**config.mk**
```make
export PLATFORM = sky130hd
export DESIGN_NAME = uart_boot_ctrl_flat
export DESIGN_NICKNAME = d
export VERILOG_FILES = /design/src/rtl/uart_boot_ctrl_pkg.sv /design/src/rtl/uart_boot_ctrl_if.sv /design/src/rtl/uart_boot_ctrl.sv /design/src/flat_wrapper.sv
export SDC_FILE = /design/constraint.sdc
export NUM_CORES = 1
export LEC_CHECK = 0
export BUFFER_PORTS_ARGS = -buffer_cell sky130_fd_sc_hd__buf_4
export CAP_MARGIN = 15
export CORE_MARGIN = 2
export CORE_UTILIZATION = 35
export DETAILED_ROUTE_END_ITERATION = 12
export PLACE_DENSITY_LB_ADDON = 0.05
export SYNTH_ARGS = -nofsm -noshare
export SYNTH_HDL_FRONTEND = slang
export SYNTH_SLANG_ARGS = --single-unit
```
**constraint.sdc**
```tcl
create_clock -name clk -period 6.8 [get_ports clk]
set_clock_uncertainty 0.05 [all_clocks]
set_input_delay 0.68 -clock clk [delete_from_list [all_inputs] [get_ports clk]]
set_output_delay 0.68 -clock clk [all_outputs]
set_load 0.005 [all_outputs]
```
**src/rtl/uart_boot_ctrl_pkg.sv**
```systemverilog
// Boot loader shared types and constants.
// Frame: magic, length, payload words, checksum.
package uart_boot_ctrl_pkg;

    typedef enum logic [2:0] {
        BOOT_IDLE,
        BOOT_LEN,
        BOOT_LOAD,
        BOOT_CHECK,
        BOOT_RELEASE,
        BOOT_RUN,
        BOOT_ERROR
    } boot_state_t;

    localparam logic [31:0] BOOT_MAGIC = 32'hB007_10AD;
    localparam int unsigned IMEM_DEPTH_WORDS = 256;
    localparam logic [31:0] BASE_ADDR = 32'h0000_0000;
    localparam int unsigned TIMEOUT_CYCLES = 50_000_000;
    localparam int unsigned RELEASE_DELAY = 16;

endpackage

```
**src/rtl/uart_boot_ctrl_if.sv**
```systemverilog
// Received-word strobe from the UART word receiver.
// master = receiver side, slave = boot controller.
interface uart_boot_ctrl_if;

    logic        io_word_valid;
    logic [31:0] io_word_packet;

    modport master (
        output io_word_valid,
        output io_word_packet
    );

    modport slave (
        input io_word_valid,
        input io_word_packet
    );

endinterface

```
**src/rtl/uart_boot_ctrl.sv**
```systemverilog
// Boot controller: parses a framed image from the UART,
// writes it to imem and releases the CPU once verified.
module uart_boot_ctrl
    import uart_boot_ctrl_pkg::*;
#(
    parameter logic [31:0] MAGIC       = BOOT_MAGIC,
    parameter int unsigned DEPTH_WORDS = IMEM_DEPTH_WORDS,
    parameter logic [31:0] BASE        = BASE_ADDR,
    parameter int unsigned TIMEOUT     = TIMEOUT_CYCLES,
    parameter int unsigned REL_DELAY   = RELEASE_DELAY
) (
    input  logic              clk,
    input  logic              reset_n,
    uart_boot_ctrl_if.slave   uart,
    output logic              imem_en,
    output logic [31:0]       imem_data_in,
    output logic [31:0]       write_address,
    output logic              cpu_rstn,
    output logic              load_busy,
    output logic              load_error,
    output logic [15:0]       words_loaded,
    output logic [2:0]        state_dbg
);

    boot_state_t state, state_n;

    logic [31:0] len;
    logic [31:0] csum;
    logic [31:0] timer;
    logic [31:0] rel_cnt;

    logic        wv;
    logic [31:0] w;
    logic        counting;
    logic        timed_out;
    logic        last_word;

    assign wv = uart.io_word_valid;
    assign w  = uart.io_word_packet;

    assign counting = (state == BOOT_LEN) ||
                      (state == BOOT_LOAD) ||
                      (state == BOOT_CHECK);

    // An arriving word beats an expiring timer.
    assign timed_out = counting && !wv &&
                       (timer == TIMEOUT - 1);

    assign last_word =
        ({16'd0, words_loaded} + 32'd1) == len;

    assign state_dbg = state;

    always_ff @(posedge clk or negedge reset_n) begin
        if (!reset_n) begin
            state <= BOOT_IDLE;
        end else begin
            state <= state_n;
        end
    end

    always_comb begin
        state_n = state;
        unique case (state)
            BOOT_IDLE: begin
                if (wv && w == MAGIC)
                    state_n = BOOT_LEN;
            end
            BOOT_LEN: begin
                if (wv) begin
                    if (w == 32'd0 || w > DEPTH_WORDS)
                        state_n = BOOT_ERROR;
                    else
                        state_n = BOOT_LOAD;
                end
            end
            BOOT_LOAD: begin
                if (wv && last_word)
                    state_n = BOOT_CHECK;
            end
            BOOT_CHECK: begin
                if (wv)
                    state_n = (w == csum) ? BOOT_RELEASE
                                          : BOOT_ERROR;
            end
            BOOT_RELEASE: begin
                if (rel_cnt == REL_DELAY - 1)
                    state_n = BOOT_RUN;
            end
            BOOT_RUN, BOOT_ERROR: begin
                if (wv && w == MAGIC)
                    state_n = BOOT_LEN;
            end
            default: state_n = BOOT_IDLE;
        endcase
        if (timed_out)
            state_n = BOOT_ERROR;
    end

    always_ff @(posedge clk or negedge reset_n) begin
        if (!reset_n) begin
            imem_en       <= 1'b0;
            imem_data_in  <= 32'd0;
            write_address <= BASE;
            cpu_rstn      <= 1'b0;
            load_busy     <= 1'b0;
            load_error    <= 1'b0;
            words_loaded  <= 16'd0;
            len           <= 32'd0;
            csum          <= 32'd0;
            timer         <= 32'd0;
            rel_cnt       <= 32'd0;
        end else begin
            imem_en <= 1'b0;

            if (state == BOOT_LEN && wv) begin
                len <= w;
                if (state_n == BOOT_LOAD) begin
                    csum         <= 32'd0;
                    words_loaded <= 16'd0;
                end
            end

            if (state == BOOT_LOAD && wv) begin
                imem_en       <= 1'b1;
                imem_data_in  <= w;
                write_address <= BASE +
                    {14'd0, words_loaded, 2'b00};
                csum          <= csum + w;
                words_loaded  <= words_loaded + 16'd1;
            end

            if (wv || !counting)
                timer <= 32'd0;
            else
                timer <= timer + 32'd1;

            if (state == BOOT_RELEASE)
                rel_cnt <= rel_cnt + 32'd1;
            else
                rel_cnt <= 32'd0;

            cpu_rstn   <= (state_n == BOOT_RUN);
            load_error <= (state_n == BOOT_ERROR);
            load_busy  <= (state_n == BOOT_LEN) ||
                          (state_n == BOOT_LOAD) ||
                          (state_n == BOOT_CHECK) ||
                          (state_n == BOOT_RELEASE);
        end
    end

endmodule

```
**src/flat_wrapper.sv**
```systemverilog
// flat-port wrapper written by rule: the top's interface ports become plain ports
module uart_boot_ctrl_flat import uart_boot_ctrl_pkg::*;
#(
    parameter logic [31:0] MAGIC       = BOOT_MAGIC,
    parameter int unsigned DEPTH_WORDS = IMEM_DEPTH_WORDS,
    parameter logic [31:0] BASE        = BASE_ADDR,
    parameter int unsigned TIMEOUT     = TIMEOUT_CYCLES,
    parameter int unsigned REL_DELAY   = RELEASE_DELAY
)
  (clk, reset_n, imem_en, imem_data_in, write_address, cpu_rstn, load_busy, load_error, words_loaded, state_dbg, uart_io_word_valid, uart_io_word_packet);
  uart_boot_ctrl_if uart_i ();
  input  logic clk;
  input  logic reset_n;
  output logic imem_en;
  output logic [31:0] imem_data_in;
  output logic [31:0] write_address;
  output logic cpu_rstn;
  output logic load_busy;
  output logic load_error;
  output logic [15:0] words_loaded;
  output logic [2:0] state_dbg;
  input wire logic [$bits(uart_i.io_word_valid)-1:0] uart_io_word_valid;
  input wire logic [$bits(uart_i.io_word_packet)-1:0] uart_io_word_packet;
  assign uart_i.io_word_valid = uart_io_word_valid;
  assign uart_i.io_word_packet = uart_io_word_packet;
  uart_boot_ctrl #(.MAGIC(MAGIC), .DEPTH_WORDS(DEPTH_WORDS), .BASE(BASE), .TIMEOUT(TIMEOUT), .REL_DELAY(REL_DELAY)) u_core (.clk(clk), .reset_n(reset_n), .uart(uart_i), .imem_en(imem_en), .imem_data_in(imem_data_in), .write_address(write_address), .cpu_rstn(cpu_rstn), .load_busy(load_busy), .load_error(load_error), .words_loaded(words_loaded), .state_dbg(state_dbg));
endmodule
```
# After elaboration in Yosys (flattened, before gate mapping)
# Index checks and enable logic that the tools add are counted.
[totals] reg_bits=199 input_bits=35 out_inout_bits=87 word_cells=74
[op_classes] add_sub_neg=5 magnitude_cmp=1 eq_ne=17 mux=18 reduce_logical=21
[ops] op="$mux 32" count=5
[ops] op="$add 32x1->32 const B" count=2
[ops] op="$eq 32x32->1" count=2
[ops] op="$mux 16" count=3
[ops] op="$add 32x32->32" count=1
[ops] op="$eq 32x26->1 const B" count=1
[ops] op="$eq 32x32->1 const B" count=1
[ops] op="$eq 32x4->1 const B" count=1
[ops] op="$gt 32x9->1 const B" count=1
[ops] op="$logic_not 32->1" count=1
[ops] op="$mux 3" count=7
[ops] op="$eq 3x3->1 const B" count=6
[ops] op="$add 16x1->17 const B" count=1
[ops] op="$add 16x1->16 const B" count=1
[ops] op="$pmux 3 s5" count=1
[ops] op="$eq 3x2->1 const B" count=4
[ops] op="$logic_or 1x1->1" count=7
[ops] op="$eq 3x1->1 const B" count=2
[ops] op="$logic_and 1x1->1" count=6
[ops] op="$reduce_bool 2->1" count=2
[ops] op="$logic_not 3->1" count=1
[ops] op="$reduce_or 3->1" count=1
[ops] op="$logic_not 1->1" count=2
[ops] op="$mux 2" count=1
[ops] op="other kinds (2)" count=2

# Depth between registers and ports, before layout
# Gate-level depths: netlist of the first run.
[depth] depth_word=10 ltp_mapped=11 ltp_nobuf=11

# Worst setup path before layout of the first run
# Ideal clock, no wire load.
[synth_timing] path_type="input -> register" startpoint="in uart_io_word_packet[0]" endpoint="reg u_core.csum[30]" setup_time_ns=0.140 arrival_ns=2.777 t_required_ns=6.610 slack_ns=3.832 path_stages=11 n_path_buf=0 path_cell_list="ha_1 -> fa_1 -> a21oi_1 -> o21ai_1 -> a21oi_1 -> or3_1 -> a41o_1 -> nand3b_1 -> a31oi_1 -> a222oi_1 -> o41ai_2"
[synth_between] elab_chain_len=9 elab_cells_between_ends=18 cone_classes="add/sub (1); order compare (1); eq/ne (3); mux (8); reduce/logical (5)"
[synth_rtl] item="from (decl)" line="flat_wrapper.sv:23" text="input wire logic [$bits(uart_i.io_word_packet)-1:0] uart_io_word_packet;"
[synth_rtl] item="$gt 32x9->1 / $logic_not 32->1 (equally long branches)" line="uart_boot_ctrl.sv:71" text="if (w == 32'd0 || w > DEPTH_WORDS)"
[synth_rtl] item="$logic_or 1x1->1" line="uart_boot_ctrl.sv:71"
[synth_rtl] item="$mux 3" line="uart_boot_ctrl.sv:71"
[synth_rtl] item="$mux 3" line="uart_boot_ctrl.sv:70" text="if (wv) begin"
[synth_rtl] item="$pmux 3 s5" line="uart_boot_ctrl.sv:64" text="unique case (state)"
[synth_rtl] item="$mux 3" line="uart_boot_ctrl.sv:96" text="if (timed_out)"
[synth_rtl] item="$eq 3x2->1" line="uart_boot_ctrl.sv:118" text="if (state_n == BOOT_LOAD) begin"
[synth_rtl] item="$reduce_bool 2->1 (no source line)"
[synth_rtl] item="$reduce_and 2->1 (no source line)"
[synth_rtl] item="to (signal assigned)" line="uart_boot_ctrl.sv:129" text="csum <= csum + w;"
[synth_rtl] item="to (decl)" line="uart_boot_ctrl.sv:28" text="logic [31:0] csum;"
# Parallel ways exist; a longest one is shown, timed or not.
# A chain may end at the register's enable or synchronous reset.

# Worst setup path after layout of the first run
[layout_timing] startpoint="reg u_core.state[1], in the netlist u_core.state_dbg[1]" endpoint="reg u_core.words_loaded[13]"
[layout_between] elab_chain_len=9 elab_cells_between_ends=26 cone_classes="eq/ne (7); mux (8); reduce/logical (11)"
[layout_rtl] item="from (decl)" line="uart_boot_ctrl.sv:25" text="boot_state_t state, state_n;"
[layout_rtl] item="from (signal assigned)" line="uart_boot_ctrl.sv:58" text="state <= state_n;"
[layout_rtl] item="parallel branches: the longest is 9 deep, another holds $pmux 3 s5"
[layout_rtl] item="to (signal assigned)" line="uart_boot_ctrl.sv:130" text="words_loaded <= words_loaded + 16'd1;"
[layout_rtl] item="to (decl)" line="uart_boot_ctrl.sv:21" text="output logic [15:0] words_loaded,"
# Parallel ways; which one is timed is not known.

==> out/results.txt, run 1 <==
Yosys warns - 0
Cell Rows - 63
RSZ-0062 raised after global routing - no
Fin. Hold Viols - 0
Internal power - 1790 uW
Critical path data arrival time - 3.43 ns
Crit end category - flop
Worst skew pair latency - 0.44 ns
Power density over the cells - 190 mW/mm^2
Routed vias - 8,323
Max FO, Critical Path - 73
Routed vias/inst - 5.07
Sw Ratio - 24.2%
Ports - 122
Number of flops mapped to enable cells by yosys - 0
DIE HEIGHT - 179 um
DIE AREA - 0.0319 sq mm
Port bufs - 105
CTS buffer count - 17
Global route overflow - 0
Final ANT Viol Nets - 0
Synth Instances - 1,149
Maximum buffer depth of the clock tree - 2
Required time worst endpoint - 7.09 ns
Post-synth top area share - 46.6%
Period utilization - 46.1%
Layout Utilization - 41.5%
Starting Density - 35.8%
Setup Viol. Count Final - 0
Area growth syn-to-layout - 16.0%
Layout cells sized above 1 - 16.6%
Clk pwr share - 45.4%
Fin nets - 1,307
LEAKAGE - 0.00587 uW
Post-synthesis instance area - 0.0107 sq mm
Register area share after synthesis - 46.6%
HPWL Detailed - 19,600 um
CP Class - flop to flop
Top FF cell, synth - dfrtp_1
Post-CTS Resized - 0
Root buffer cell - clkbuf_16
Slew of the pin with the lowest slew margin - 0.933 ns
NetSw - 570 uW
DRT Wirelength - 28,300 um
Cts hold-fix bufs - 0
Residual DRC - 0
Worst rel slew slack - 37.8%
Ys async rst share - 100%
Final critical-path required period - 3.14 ns
Die width - 179 um
Peak supply drop - 0.000173 V
Cell taking the most area after synthesis - dfrtp_1
DRT Pass-1 Iters - 5
Starting DRT DRC Count - 442
Total Routing Usage GR - 18.6%
Fmax - 319 MHz
Pin count of the biggest net entering global routing - 74
Post-CTS setup buffer count - 0
Comb power frac - 4.5%
CP Launch Type - flop
Antenna violations before repair - 0
H-tree depth - 4
Mean post-synth cell area - 9.30 sq um
Hold slack final - 0.168 ns
Core area - 0.0299 sq mm
TritonCTS clock tree - done
HP Class - input pin to asynchronous set/reset pin
Sequential cell fraction of total power - 50.1%
Most frequent cells in the layout - nand2_1 (236), dfrtp_1 (199), buf_4 (112)
# Max-Cap Violations - 0
Most common cell after layout, fill and taps aside - nand2_1
Placed Area - 0.0118 sq mm
Vias in the first global route - 8,311
Max-slew violations - 0
Count of cell types in the netlist - 78
WL/cell - 17.2 um
First-pass GRT wire length - 46,100 um
Status - finished, final reports clean
Yosys reg bits - 199
Design Area, Final - 0.0124 sq mm
Dpl ws - 3.32 ns
Sink Count - 199
Total negative slack - 0 ns
CTS clk-pin slew, worst paths - 0.08 ns
Synth area leaders - dfrtp_1 (47%), nand2_1 (8.3%), xor2_1 (4.8%), xnor2_1 (4.1%), ha_1 (4.0%)
Gp weighted congestion - 0.822
Final worst slack - 3.66 ns
## worst max-delay path: stages, from the launching register on
cell	delay [ns]
dfrtp_1	0.56
nor2b_1	0.36
nand3b_4	0.35
buf_4	0.48
inv_2	0.19
buf_4	0.65
and2_1	0.21
o21ai_0	0.07
o31ai_1	0.08
## final cells by class
cell class                      instances  area (sq um)
Clock buffer                           19           453
Fill cell                            3002         17500
Inverter                               21          78.8
Tap cell                              390           488
Multi-Input combinational cell        885          5380
Timing Repair Buffer                  113           855
Antenna cell                            1          2.50
Sequential cell                       199          4980
Clock inverter                         13           159
## sequential cells by signal, summed over array words and instances (netlist names)
name	count
u_core.write_address	16
u_core.timer	32
u_core.state_dbg	3
u_core.csum	32
u_core.load_error	1
u_core.cpu_rstn	1
u_core.words_loaded	16
u_core.rel_cnt	32
u_core.len	32
u_core.imem_en	1
u_core.load_busy	1
u_core.imem_data_in	32
## power groups by stage
stage	logic (uW)	clock network [uW]	registers, uW
6_report	105	1070	1180
5_1_grt	119	1150	1180
4_1_cts	109	1110	1180
3_5_place_dp	109	0	1210
3_3_place_gp	109	0	1210
2_1_floorplan	44.1	0	1210
## metrics by stage
stage          instances  total power (uW)
2_1_floorplan       1164              1250
3_3_place_gp        1608              1310
3_5_place_dp        1608              1310
4_1_cts             1640              2400
5_1_grt             1640              2460
6_report            1641              2360
## cells in the mapped netlist, drive strengths merged, types with 12 or more instances
cell type	n
nand2	237
dfrtp	199
nor2	96
o21ai	69
xor2	58
xnor2	50
a21oi	48
nand3	37
ha	34
mux2	32
clkbuf	31
nor4	31
buf	28
and3	22
nor3	22
inv	21
nand4	18
or3	16
a21o	12
## final timing paths
| path | from | end | slack [ns] | cells past startpoint |
|---|---|---|---|---|
| min reg2reg | u_core.rel_cnt[0] | u_core.rel_cnt[0] | 0.41 | 1 |
| max | u_core.state_dbg[1] | u_core.words_loaded[13] | 3.66 | 8 |
| min | reset_n | u_core.len[8] | 0.17 | 1 |
| max reg2reg | u_core.state_dbg[1] | u_core.words_loaded[13] | 3.66 | 8 |
| min in group clk | u_core.rel_cnt[0] | u_core.rel_cnt[0] | 0.41 | 1 |
| max in group asynchronous | reset_n | u_core.csum[25] | 5.17 | 2 |
## cell families after synthesis
group	share of synthesized area, %
AO/OA/AOI/OAI	10.6
XOR/XNOR	8.85
adder cells (fa/ha/maj)	4.26
buffers and inverters	3.79
flip-flops	46.6
multiplexers	3.47
other	0.0351
AND/OR/NAND/NOR	22.3
## layer usage
layer	part of all wire [%]	routed length (um)	track usage (%)
met1	48	13400	25.3
met2	48	13600	30.5
met3	2.8	790	2.78
met4	1.6	456	5.59
met5	0	0	0
(Power assumes the default switching activity.)
==> run 2: changes to the inputs <==
Clock period 6.8 ns to 2.7 ns, I/O delays scaled along.
==> out/results.txt, run 2 (synthesis gave the netlist of run 1 again) <==
Required time worst endpoint - 2.97 ns
Final critical-path required period - 2.65 ns
Maximum buffer depth of the clock tree - 2
Die width - 179 um
Crit end category - flop
DRT Pass-1 Iters - 4
Most frequent cells in the layout - nand2_1 (236), buf_4 (202), dfrtp_1 (199)
Max-slew violations - 0
Max FO, Critical Path - 12
Setup Viol. Count Final - 0
Worst rel slew slack - 47.6%
Antenna Cells - 0
Starting Density - 35.8%
Core area - 0.0299 sq mm
Gp weighted congestion - 0.800
Layout cells sized above 1 - 24.3%
DIE HEIGHT - 179 um
H-tree depth - 4
Sink Count - 199
Residual DRC - 0
Peak supply drop - 0.000433 V
Routed vias/inst - 4.92
Design Area, Final - 0.0134 sq mm
Routed vias - 8,567
CTS buffer count - 17
Critical path data arrival time - 2.91 ns
Total Routing Usage GR - 19.1%
RSZ-0062 raised after global routing - yes
Final worst slack - 0.0546 ns
Final ANT Viol Nets - 0
Vias in the first global route - 8,603
Antenna violations before repair - 0
First-pass GRT wire length - 47,000 um
CP Class - input pin to flop
Dpl ws - -0.149 ns
LEAKAGE - 0.00637 uW
TritonCTS clock tree - done
CTS clk-pin slew, worst paths - 0.08 ns
DIE AREA - 0.0319 sq mm
Worst skew pair latency - 0.44 ns
Fin. Hold Viols - 0
Cell Rows - 63
Fillcell total - 2,949
Hold slack final - 0.0293 ns
# Max-Cap Violations - 0
Slew of the pin with the lowest slew margin - 0.786 ns
Root buffer cell - clkbuf_16
HP Class - input pin to flop
Fmax - 378 MHz
Power density over the cells - 444 mW/mm^2
CP Launch Type - input pin
WL/cell - 16.8 um
Fin nets - 1,407
Area growth syn-to-layout - 25.4%
Most common cell after layout, fill and taps aside - nand2_1
HPWL Detailed - 21,200 um
Status - finished, final reports clean
Port bufs - 105
Pin count of the biggest net entering global routing - 69
Placed Area - 0.0125 sq mm
Global route overflow - 0
Period utilization - 98.0%
DRT Wirelength - 29,300 um
Starting DRT DRC Count - 418
Ports - 122
==> run 2: area by class of cell <==
type	count	area [sq um]	area share, %
well taps	390	488	3.64
clock inverters	10	118	0.878
flip-flops and latches	199	4980	37.2
repair buffers	213	1660	12.4
clock buffers	22	474	3.54
inverters	21	78.8	0.588
multi-input cells	885	5600	41.8
==> run 2: per-layer routing <==
metal,track usage (%),vias to the layer above,wire length (um)
li1,-,4299,-
met3,3.27,14,885
met1,26.0,4154,13900
met4,4.34,0,282
met5,0,-,0
met2,31.8,100,14200
==> run 2: repair_timing <==
item	CTS	global route
hold buffers	5	0
resized for setup	3	32
buffers inserted	1	3
endpoints found under the setup margin	4	35
endpoints found under the hold margin	60	0
pin swaps	2	11
==> run 2: stage by stage <==
stage	cells	util, %	setup TNS [ns]	power [uW]
6_report	1740	44.9	0	5950
5_1_grt	1740	44.9	-0.231	6190
4_1_cts	1737	44.1	0	6040
3_5_place_dp	1699	41.9	-0.438	3370
3_3_place_gp	1699	41.9	-0.213	3370
2_1_floorplan	1164	-	0	3150
==> run 2: where the power goes <==
group | switching [uW] | leakage, uW | internal (uW)
registers | 0.00146 | 0.00277 | 2980
logic | 206 | 0.00331 | 141
clock network | 1170 | 0.000291 | 1450
total | 1380 | 0.00637 | 4570
==> run 2: path summary, 6_finish.rpt <==
| path | startpoint | endpoint | slack [ns] | depth (start not counted) |
|---|---|---|---|---|
| max | uart_io_word_packet[2] | u_core.csum[30] | 0.05 | 12 |
| min | uart_io_word_packet[29] | u_core.imem_data_in[29] | 0.03 | 3 |
| max reg2reg | u_core.csum[0] | u_core.csum[30] | 0.06 | 11 |
| min reg2reg | u_core.rel_cnt[0] | u_core.rel_cnt[0] | 0.41 | 1 |
| max in group asynchronous | reset_n | u_core.csum[6] | 1.47 | 3 |
| min in group asynchronous | reset_n | u_core.timer[17] | 0.33 | 2 |
==> run 2: worst max-delay path, cell delays in order <==
cell,delay [ns]
dlygate4sd3_1,0.54
buf_4,0.15
buf_4,0.13
or4_1,0.48
nor3_2,0.14
xnor2_1,0.13
nand4_1,0.16
nor4_2,0.17
buf_4,0.16
nor2_4,0.07
a222oi_1,0.39
o41ai_2,0.13
